`src/rtl/alu_pkg.sv`:
```
// Shared ALU/R-type encodings and controller state type for the multicycle
// R-type issue path.
package alu_pkg;

  localparam logic [1:0] ALU_AND = 2'b00;
  localparam logic [1:0] ALU_OR  = 2'b01;
  localparam logic [1:0] ALU_ADD = 2'b10;
  localparam logic [1:0] ALU_SLT = 2'b11;

  localparam logic [5:0] OP_RTYPE = 6'h00;
  localparam logic [5:0] F_AND    = 6'h24;
  localparam logic [5:0] F_OR     = 6'h25;
  localparam logic [5:0] F_ADD    = 6'h20;
  localparam logic [5:0] F_SLT    = 6'h2A;

  typedef enum logic [1:0] {
    IDLE,
    DECODE,
    EXEC,
    WB
  } state_e;

endpackage

```
`src/rtl/rtype_decode.sv`:
```
// Combinational R-type decoder: maps op/funct to an ALU select and flags
// anything outside the four supported functions as illegal.
module rtype_decode
  import alu_pkg::*;
(
  input  logic [31:0] instr,
  output logic [1:0]  alu_s,
  output logic        legal,
  output logic [4:0]  rd
);

  // Register addresses and shamt are not part of the legality decision.
  logic unused_fields;
  assign unused_fields = ^{instr[25:16], instr[10:6]};

  always_comb begin
    alu_s = ALU_AND;
    legal = 1'b0;
    rd    = instr[15:11];
    if (instr[31:26] == OP_RTYPE) begin
      case (instr[5:0])
        F_AND: begin alu_s = ALU_AND; legal = 1'b1; end
        F_OR:  begin alu_s = ALU_OR;  legal = 1'b1; end
        F_ADD: begin alu_s = ALU_ADD; legal = 1'b1; end
        F_SLT: begin alu_s = ALU_SLT; legal = 1'b1; end
        default: ;
      endcase
    end
  end

endmodule

```
`src/rtl/rtype_exec_ctrl.sv`:
```
// Multicycle R-type issue controller: accepts an instruction, reads operands,
// drives the ALU for one operation and writes the result back.
module rtype_exec_ctrl
  import alu_pkg::*;
#(
  parameter int CNT_W  = 16,
  parameter int REG_AW = 5
) (
  input  logic              clk,
  input  logic              reset,
  input  logic              instr_valid,
  input  logic [31:0]       instr,
  output logic              instr_ready,
  output logic [REG_AW-1:0] rs_addr,
  output logic [REG_AW-1:0] rt_addr,
  input  logic [31:0]       rs_data,
  input  logic [31:0]       rt_data,
  output logic [31:0]       alu_a,
  output logic [31:0]       alu_b,
  output logic [1:0]        alu_s,
  input  logic [31:0]       alu_out,
  input  logic              alu_zf,
  output logic              rf_we,
  output logic [REG_AW-1:0] rf_waddr,
  output logic [31:0]       rf_wdata,
  output logic              zero_flag,
  output logic              illegal,
  output logic [CNT_W-1:0]  retired
);

  state_e              state_q, state_d;
  logic [31:0]         instr_q, instr_d;
  logic [31:0]         alu_a_q, alu_a_d;
  logic [31:0]         alu_b_q, alu_b_d;
  logic [1:0]          alu_s_q, alu_s_d;
  logic [31:0]         result_q, result_d;
  logic                zf_q, zf_d;
  logic                rf_we_q, rf_we_d;
  logic [REG_AW-1:0]   rf_waddr_q, rf_waddr_d;
  logic [CNT_W-1:0]    retired_q, retired_d;

  logic [1:0]          dec_s;
  logic                dec_legal;
  logic [4:0]          dec_rd;

  rtype_decode u_decode (
    .instr (instr_q),
    .alu_s (dec_s),
    .legal (dec_legal),
    .rd    (dec_rd)
  );

  // The write strobe is registered out of WB so it lands in the cycle after
  // the fourth edge, overlapping the next IDLE.
  always_comb begin
    state_d     = state_q;
    instr_d     = instr_q;
    alu_a_d     = alu_a_q;
    alu_b_d     = alu_b_q;
    alu_s_d     = alu_s_q;
    result_d    = result_q;
    zf_d        = zf_q;
    rf_we_d     = 1'b0;
    rf_waddr_d  = rf_waddr_q;
    retired_d   = retired_q;
    instr_ready = 1'b0;
    illegal     = 1'b0;
    case (state_q)
      IDLE: begin
        instr_ready = 1'b1;
        if (instr_valid) begin
          instr_d = instr;
          state_d = DECODE;
        end
      end
      DECODE: begin
        if (!dec_legal) begin
          illegal = 1'b1;
          state_d = IDLE;
        end else begin
          alu_a_d = rs_data;
          alu_b_d = rt_data;
          alu_s_d = dec_s;
          state_d = EXEC;
        end
      end
      EXEC: begin
        result_d = alu_out;
        zf_d     = alu_zf;
        state_d  = WB;
      end
      WB: begin
        rf_we_d    = (dec_rd != 5'd0);
        rf_waddr_d = REG_AW'(dec_rd);
        retired_d  = retired_q + CNT_W'(1);
        state_d    = IDLE;
      end
      default: state_d = IDLE;
    endcase
  end

  always_ff @(posedge clk or posedge reset) begin
    if (reset) begin
      state_q    <= IDLE;
      instr_q    <= '0;
      alu_a_q    <= '0;
      alu_b_q    <= '0;
      alu_s_q    <= '0;
      result_q   <= '0;
      zf_q       <= 1'b0;
      rf_we_q    <= 1'b0;
      rf_waddr_q <= '0;
      retired_q  <= '0;
    end else begin
      state_q    <= state_d;
      instr_q    <= instr_d;
      alu_a_q    <= alu_a_d;
      alu_b_q    <= alu_b_d;
      alu_s_q    <= alu_s_d;
      result_q   <= result_d;
      zf_q       <= zf_d;
      rf_we_q    <= rf_we_d;
      rf_waddr_q <= rf_waddr_d;
      retired_q  <= retired_d;
    end
  end

  assign rs_addr   = REG_AW'(instr_q[25:21]);
  assign rt_addr   = REG_AW'(instr_q[20:16]);
  assign alu_a     = alu_a_q;
  assign alu_b     = alu_b_q;
  assign alu_s     = alu_s_q;
  assign rf_we     = rf_we_q;
  assign rf_waddr  = rf_waddr_q;
  assign rf_wdata  = result_q;
  assign zero_flag = zf_q;
  assign retired   = retired_q;

endmodule
```
`config.mk`:
```
export PLATFORM = sky130hd
export DESIGN_NAME = rtype_exec_ctrl
export DESIGN_NICKNAME = d
export VERILOG_FILES = /design/src/rtl/alu_pkg.sv /design/src/rtl/rtype_decode.sv /design/src/rtl/rtype_exec_ctrl.sv
export SDC_FILE = /design/constraint.sdc
export NUM_CORES = 1
export LEC_CHECK = 0
export CORE_MARGIN = 5
export CORE_UTILIZATION = 38
export CTS_CLUSTER_DIAMETER = 120
export DETAILED_ROUTE_END_ITERATION = 10
export MAX_ROUTING_LAYER = met4
export PLACE_DENSITY = 0.8
export SLEW_MARGIN = 0
export SYNTH_ARGS = -nofsm -noshare
export SYNTH_HDL_FRONTEND = slang
export SYNTH_HIERARCHICAL = 1
export SYNTH_SLANG_ARGS = --single-unit
```
`constraint.sdc`:
```
create_clock -name clk -period 5.89 [get_ports clk]
set_input_delay 1.4725 -clock clk [delete_from_list [all_inputs] [get_ports clk]]
set_output_delay 1.4725 -clock clk [all_outputs]
set_load 0.02 [all_outputs]
```
# Word level (Yosys, flattened, before mapping)
# Index checks and enable logic that the tools add are counted.
op_classes:
  n_addsub: 1
  n_eq_ne: 8
  muxes: 11
  reduce_logical: 6
op_table:
  columns: ["operator", "count"]
  rows:
  - ["$eq 6x6->1 const B", 4]
  - ["$add 16x1->16 const B", 1]
  - ["$pmux 2 s4", 1]
  - ["$logic_not 6->1", 1]
  - ["$mux 1", 6]
  - ["$mux 2", 3]
  - ["$pmux 2 s3", 1]
  - ["$reduce_bool 5->1", 1]
  - ["$eq 2x2->1 const B", 2]
  - ["$reduce_and 2->1", 2]
  - ["$reduce_or 4->1", 1]
  - ["$eq 2x1->1 const B", 1]
  - ["$logic_not 2->1", 1]
  - ["$ne 2x2->1 const B", 1]
totals:
  regBits: 155
  elab_cells: 36

# Longest topological paths before layout
depth:
  ltp_word: 6
  depth_mapped: 7
  mapped_depth_nobuf: 5

# Modules after synthesis
# The synthesis kept the hierarchy.
by_module_without_submodules:
  columns: ["module", "n_inst", "cells_per_inst", "area_per_inst_um2", "seq_area_each_um2"]
  rows:
  - ["rtype_exec_ctrl", 1, 375, 6304.8, 3878.7]
  - ["rtype_decode", 1, 18, 126.4, 0.0]

# Worst setup path before layout
# OpenSTA, ideal clock, no wires.
synth_timing:
  path_type: "register to output"
  from: "register instr_q[0]"
  to: "output illegal"
  t_arrival_ps: 1235
  t_required_ps: 4418
  path_slack_ps: 3182
  path_stages_with_launch: 5
  n_path_buf: 0
  path_cell_list: "dfrtp_1 -> inv_1 -> o21ai_0 -> a21oi_1 -> nor3b_1"
synth_via:
  elab_chain_len: 6
synth_rtl:
  columns: ["element", "line_no", "source"]
  rows:
  - ["from (decl)", "rtype_exec_ctrl.sv:32", "logic [31:0] instr_q, instr_d;"]
  - ["from (signal assigned)", "rtype_exec_ctrl.sv:116", "instr_q <= instr_d;"]
  - ["$eq 6x6->1", "rtype_decode.sv:21", "case (instr[5:0])"]
  - ["$reduce_or 4->1 (no source line) *", null, null]
  - ["$mux 1 *", "rtype_decode.sv:21", null]
  - ["$mux 1 *", "rtype_decode.sv:20", "if (instr[31:26] == OP_RTYPE) begin"]
  - ["net dec_legal", "rtype_exec_ctrl.sv:43", "logic dec_legal;"]
  - ["$mux 1 *", "rtype_exec_ctrl.sv:77", "if (!dec_legal) begin"]
  - ["$mux 1 *", "rtype_exec_ctrl.sv:68", "case (state_q)"]
  - ["to (decl)", "rtype_exec_ctrl.sv:27", "output logic illegal,"]
# The timed path passes the listed nets; every way through them passes the cells marked *.

# Worst setup path after layout
layout_timing:
  from: "register instr_q[4]"
  to: "output illegal"
# Same word-level chain as after synthesis.

==> reports/qor.txt <==
Outcome: finished clean
H-tree levels: 4
GP Congestion: 0.834
Crit-path max FO: 3
Final Slew Violations: 0
Hold path endpoint: retired[15]
Avg WL per Cell: 18.2 um
Cell Area, Synth: 6230 um2
Setup bufs post-CTS: 0
First-pass GRT wire length: 25000 um
Worst Hold Launch: retired[15]
CTS Sinks: 150
Root buf cell: clkbuf_16
Register Area: 3750 um2
Area grow syn2layout: 51.4%
# setup viols final: 0
Mapped Nets: 516
Total Neg Setup Slack: 0 ns
Period minus WS final: 3.66 ns
Max cap viols: 0
Power Dens Cells: 299 nW/um2
Met2 usage: 28.0%
Iter 0 DRT Violations: 97
Register-to-register setup slack: 3.07 ns
Fin crit share: 62.1%
GRT Total Usage: 16.9%
Largest net degree at the start of global routing: 68
# nets final: 764
Final instance area: 9440 um2
CP required: 4.42 ns
# IOs: 265
Chip height: 138 um
Global route overflow: 0
Final Skew: 0.0144 ns
DP Area: 8830 um2
Post-detail-place hpwl: 11500 um
Synthesis Warnings: 6
Hold Path Stages: 1
Type of origin of the critical path: flip-flop
Vias in the first global route: 4700
GRT met3 Usage: 5.69%
Critical path type: reg -> out
Layout cells sized above 1: 27.5%
Multi-input gate area: 2170 um2
Clock Latency Late Sink: 0.42 ns
Register-to-Register Path Depth: 5
Util after Layout: 59.0%
Die area: 19100 um2
Critical path arrival: 2.18 ns
Row count: 46
Post-CTS Hold Buffers: 0
Type of the worst min-delay path: reg -> reg
M1 GR Usage: 19.3%
GRT busiest layer: met2
Worst R2R Start: instr_q[4]
Via count: 3996
Starting density of the core: 38.9%
Clock transition at path regs: 0.06 ns
Crit. End Element: output port
Bufs on Longest Clock Path: 2
TritonCTS clock tree: built
Peak supply drop: 0.164 mV
Max Clock Freq: 274 MHz
Tightest Pin Transition: 1.18 ns
Port buffer count: 259
Cells after Synth: 383
Core area: 16000 um2
Routed wire length: 15600 um
DR DRC count: 0
Mean post-synth cell area: 16.3 um2
Layout fillers: 1244
Pre-antenna DRT Iters: 4
FF-to-FF End: alu_a[5]
RSZ-0062 raised after global routing: false
Leakage power: 0.00418 uW
Final hold viol count: 0
Chip Width: 138 um
Final Total Pwr: 2820 uW
Cts bufs inserted: 17
DR vias/cell: 4.65
Diode count: 0
Most common library cell in the layout ignoring fill and taps: clkdlybuf4s50_1
Post-DRT Antenna Nets: 0
Post-CTS Resized: 0
Most frequent cells in the layout: clkdlybuf4s50_1 (259), dfrtp_1 (150), mux2_2 (78)
Slew HR: 21.5%
Initial antenna violation count: 0
==> cell type report <==
type                            count  share of cell area [%]
Sequential cell                   150                    39.8
Timing Repair Buffer              262                    27.7
Multi-Input combinational cell    197                    23.0
Clock buffer                       19                    4.59
Tap cell                          216                    2.86
Clock inverter                     12                    1.87
Inverter                            3                   0.172
==> state kept, by name, summed over array words and instances (netlist names), named ones only <==
signal and cells:
alu_a 32, alu_b 32, rf_wdata 32, instr_q 27, retired 16, rf_waddr 5, alu_s 2, rf_we 1
state_q 1, zero_flag 1
==> how the worst max path moves through the flow <==
stage	startpoint	endpoint	slack [ns]	cells after the start
3_3_place_gp	instr_q[4]	illegal	2.67	5
2_1_floorplan	reset	async pin	0.38	1
4_1_cts	instr_q[4]	illegal	2.19	5
3_5_place_dp	instr_q[4]	illegal	2.65	5
6_report	instr_q[4]	illegal	2.23	5
5_1_grt	instr_q[29]	illegal	2.10	5
==> metal layers <==
layer | part of all wire, % | vias up
li1 | - | 1810
met1 | 41 | 1988
met2 | 50 | 180
met3 | 6.8 | 18
met4 | 1.8 | 0
met5 | 0 | -
==> stage by stage <==
stage	cells	setup WS (ns)	hold WS, ns
2_1_floorplan	383	0.381	0.473
3_3_place_gp	828	2.67	0.456
3_5_place_dp	828	2.65	0.468
4_1_cts	859	2.19	0.479
5_1_grt	859	2.10	0.515
6_report	859	2.23	0.483
==> power by group <==
group          internal (uW)  leakage, uW  switching (uW)
sequential              1120      0.00181            61.0
clock                    708     0.000294             423
combinational            299      0.00208             206
total                   2130      0.00418             690
==> critical path: stages, from the launching register on <==
cell             delay (ns)
dfrtp_1                0.39
nor4b_2                0.28
nand2_1                0.14
a21oi_1                0.29
nor3b_1                0.10
clkdlybuf4s50_1        0.58
Note: power is estimated with default switching activity, not from simulation.
==> RTL change 1, RTL diff (same flow settings) <==
Set the parameter `REG_AW` to 6 (it was 5).
--- a/src/rtl/rtype_exec_ctrl.sv
+++ b/src/rtl/rtype_exec_ctrl.sv
@@ -4,7 +4,7 @@
   import alu_pkg::*;
 #(
   parameter int CNT_W  = 16,
-  parameter int REG_AW = 5
+  parameter int REG_AW = 6
 ) (
   input  logic              clk,
   input  logic              reset,
Ports: changed (resized rf_waddr, rs_addr and rt_addr); port bits go from 265 to 268. No check against the original RTL was run, so the function may have changed too.
==> RTL change 1 against the unedited design <==
- count of clock-buffer cells in the layout rose by 3
- maximum frequency rose by 0.79%
- clock skew fell by 0.0077 ns
- highest routed layer unchanged
- clock power fell by 4%
- design area fell by 0.12%
- routed wire length fell by 4.6%
- setup slack improved by 0.029 ns
- total power fell by 2.0%
- synthesized area rose by 0.42%
- sequential cell count did not move
==> RTL change 1: results <==
[status]
outcome = complete, no violations

[synthesis]
syn_area_per_cell_sq_um = 16.2

[worst_setup_path]
arrival_ns = 2.16
max_stage_delay_ns = 0.58

[route]
highest-signal-layer = met4
wl_met3_um = 1250
totalWireLength_um = 14900
vias = 4021
wl_met1_um = 6280
wl_met2_um = 7050

[layout]
fillers = 1323
nNetsFinal = 765
post-route-util = 0.577
drive_above_1_share = 0.274
stdcell_count = 865

[clock_tree]
cts_setup_buffers = 0
clock_latency_ns = 0.40
clockBufferDepth = 2

[power_and_ir_drop]
finalPower_w = 0.00277
ir_drop_v = 0.000211
powerClk_w = 0.00108
internal-power_w = 0.00208

[placement]
placed_area_sq_um = 8830
place_hpwl_um = 11000
dpl.cell_count = 833
place.gp.congestion = 0.834
pre_cts_ws_ns = 2.62

[grt]
grt_use_met2 = 0.257
grt_max_degree = 117
grt_pass1_wl_um = 24600
met1_usage = 0.194
grt_pass1_vias = 4511
track_usage = 0.164
grt.met3_usage = 0.0618

[timing]
finClkSkew_ns = 0.00665
tightest_slew_ns = 1.21
[RTL change 1: cell type report]
cell class	count	share of cell area
Sequential cell	150	0.398
Inverter	3	0.00173
Timing Repair Buffer	260	0.276
Multi-Input combinational cell	200	0.232
Clock inverter	10	0.0127
Clock buffer	22	0.0503
Tap cell	220	0.0292
[RTL change 1: final timing paths]
path	start	endpoint	slack (ns)	depth (start not counted)
setup / recovery	instr_q[28]$_DFFE_PP0P_	illegal	2.26	5
hold / removal	retired[13]$_DFFE_PP0N_	retired[13]$_DFFE_PP0N_	0.49	1
setup reg to reg	instr_q[28]$_DFFE_PP0P_	alu_a[15]$_DFFE_PP0P_	3.07	5
hold reg to reg	retired[13]$_DFFE_PP0N_	retired[13]$_DFFE_PP0N_	0.49	1
max in group asynchronous	reset	rf_wdata[27]$_DFFE_PP0N_	3.20	3
min in group asynchronous	reset	alu_a[16]$_DFFE_PP0P_	1.65	2
==> RTL change 2, RTL diff (same settings) <==
Made on the original files. Take the reset off `instr_q` and load it in a clocked block of its own.
--- a/src/rtl/rtype_exec_ctrl.sv
+++ b/src/rtl/rtype_exec_ctrl.sv
@@ -102,7 +102,6 @@
   always_ff @(posedge clk or posedge reset) begin
     if (reset) begin
       state_q    <= IDLE;
-      instr_q    <= '0;
       alu_a_q    <= '0;
       alu_b_q    <= '0;
       alu_s_q    <= '0;
@@ -113,7 +112,6 @@
       retired_q  <= '0;
     end else begin
       state_q    <= state_d;
-      instr_q    <= instr_d;
       alu_a_q    <= alu_a_d;
       alu_b_q    <= alu_b_d;
       alu_s_q    <= alu_s_d;
@@ -123,6 +121,10 @@
       rf_waddr_q <= rf_waddr_d;
       retired_q  <= retired_d;
     end
+  end
+
+  always_ff @(posedge clk) begin
+    instr_q <= instr_d;
   end
 
   assign rs_addr   = REG_AW'(instr_q[25:21]);
Function: changed (Yosys sat finds a counterexample within 4 cycles, from zero or initial values and one cycle with reset high).
==> RTL change 2 against the unedited design <==
- critical path depth stayed put
- setup slack is essentially flat
- sequential cell count is the same
- total power decreased by 7.9%
- synthesized area shrank 6.3%
- design area fell by 3.5%
- routed wire length fell by 11%
- first-iteration DRC count rose by 71%
- combinational power shrank 44%
- die area decreased by 5.8%
- global-route usage fell by 0.80 points
- sequential share of layout area is 2.9 points higher
- critical path type unchanged
==> RTL change 2: results <==
[status]
outcome = complete, no violations

[layout]
nNetsFinal = 736
drive_above_1_share = 0.235
antennaDiodeCount = 0
fillers = 1144

[synthesis]
yosysWarningCount = 6
synthCells = 351
synthesis.nets = 484

[placement]
dpl.cell_count = 772
place.gp.congestion = 0.746
pre_cts_ws_ns = 2.55
port_buffers = 259
place_hpwl_um = 10300

[clock_tree]
clkSlewWorstSetupHoldPaths_ns = 0.07
clockRootBuffer = clkbuf_16
clock_latency_ns = 0.41
cts.repair.resized = 0
cts_setup_buffers = 0
clockBufferDepth = 2
numCtsBuffers = 17
htreeDepth = 4

[route]
first_iter_violations = 166
wl_met1_um = 5500
highest-signal-layer = met4
vias = 3757
totalWireLength_um = 14000
wire_per_inst_um = 17.4
wl_met2_um = 7120
firstDrtPassIters = 6
wl_met3_um = 1120

[power_and_ir_drop]
power_leakage_nw = 3.89
ir_drop_v = 0.000181

[worst_setup_path]
rr_worst_depth = 5
cp_max_fo = 3
arrival_ns = 2.18

[hold_path]
hold_depth = 1
hp-class = reg2reg

[timing]
tightest_slew_ns = 1.17
finClkSkew_ns = 0.0114

[grt]
grt.met3_usage = 0.0536
grt_pass1_wl_um = 22100
met1_usage = 0.182
antenna_found_initial = 0
grt_use_met2 = 0.268
grt_pass1_vias = 4164
track_usage = 0.161
grt_max_degree = 68
[RTL change 2: worst max-delay path: stages, from the launching register on]
cell and delay, ns:
edfxtp_1 0.38, nor4b_2 0.29, nand2_1 0.14, a21oi_1 0.30, nor3b_1 0.09, clkdlybuf4s50_1 0.57
[RTL change 2: area by class of cell]
type / count / area share
inverter: 3 / 0.00151
clock buffer: 17 / 0.0467
tap: 188 / 0.0258
clock inverter: 15 / 0.0245
timing repair buffer: 261 / 0.286
sequential: 150 / 0.427
multi-input combinational: 170 / 0.188
[RTL change 2: path summary, 6_finish.rpt]
check                                             start                      end  slack, ns
worst max-delay path               instr_q[4]$_DFFE_PP_                  illegal       2.23
worst min-delay path            retired[15]$_DFFE_PP0N_  retired[15]$_DFFE_PP0N_       0.49
worst max register to register     instr_q[4]$_DFFE_PP_    alu_b[17]$_DFFE_PP0P_       3.09
worst min register to register  retired[15]$_DFFE_PP0N_  retired[15]$_DFFE_PP0N_       0.49
max in group asynchronous                         reset   retired[8]$_DFFE_PP0N_       3.53
min in group asynchronous                         reset     alu_b[8]$_DFFE_PP0P_       1.42
[RTL change 2: stage by stage]
stage	area [sq um]	util
5_1_grt	9110	0.601
3_5_place_dp	8460	0.558
3_3_place_gp	8460	0.558
4_1_cts	9110	0.601
6_report	9110	0.601
2_1_floorplan	5840	-
[RTL change 2: report_power, final]
group	switching, W	internal (W)	total (W)
Sequential	0.0000242	0.00110	0.00113
Clock	0.000458	0.000728	0.00119
Combinational	0.000113	0.000170	0.000283
Total	0.000595	0.00200	0.00260
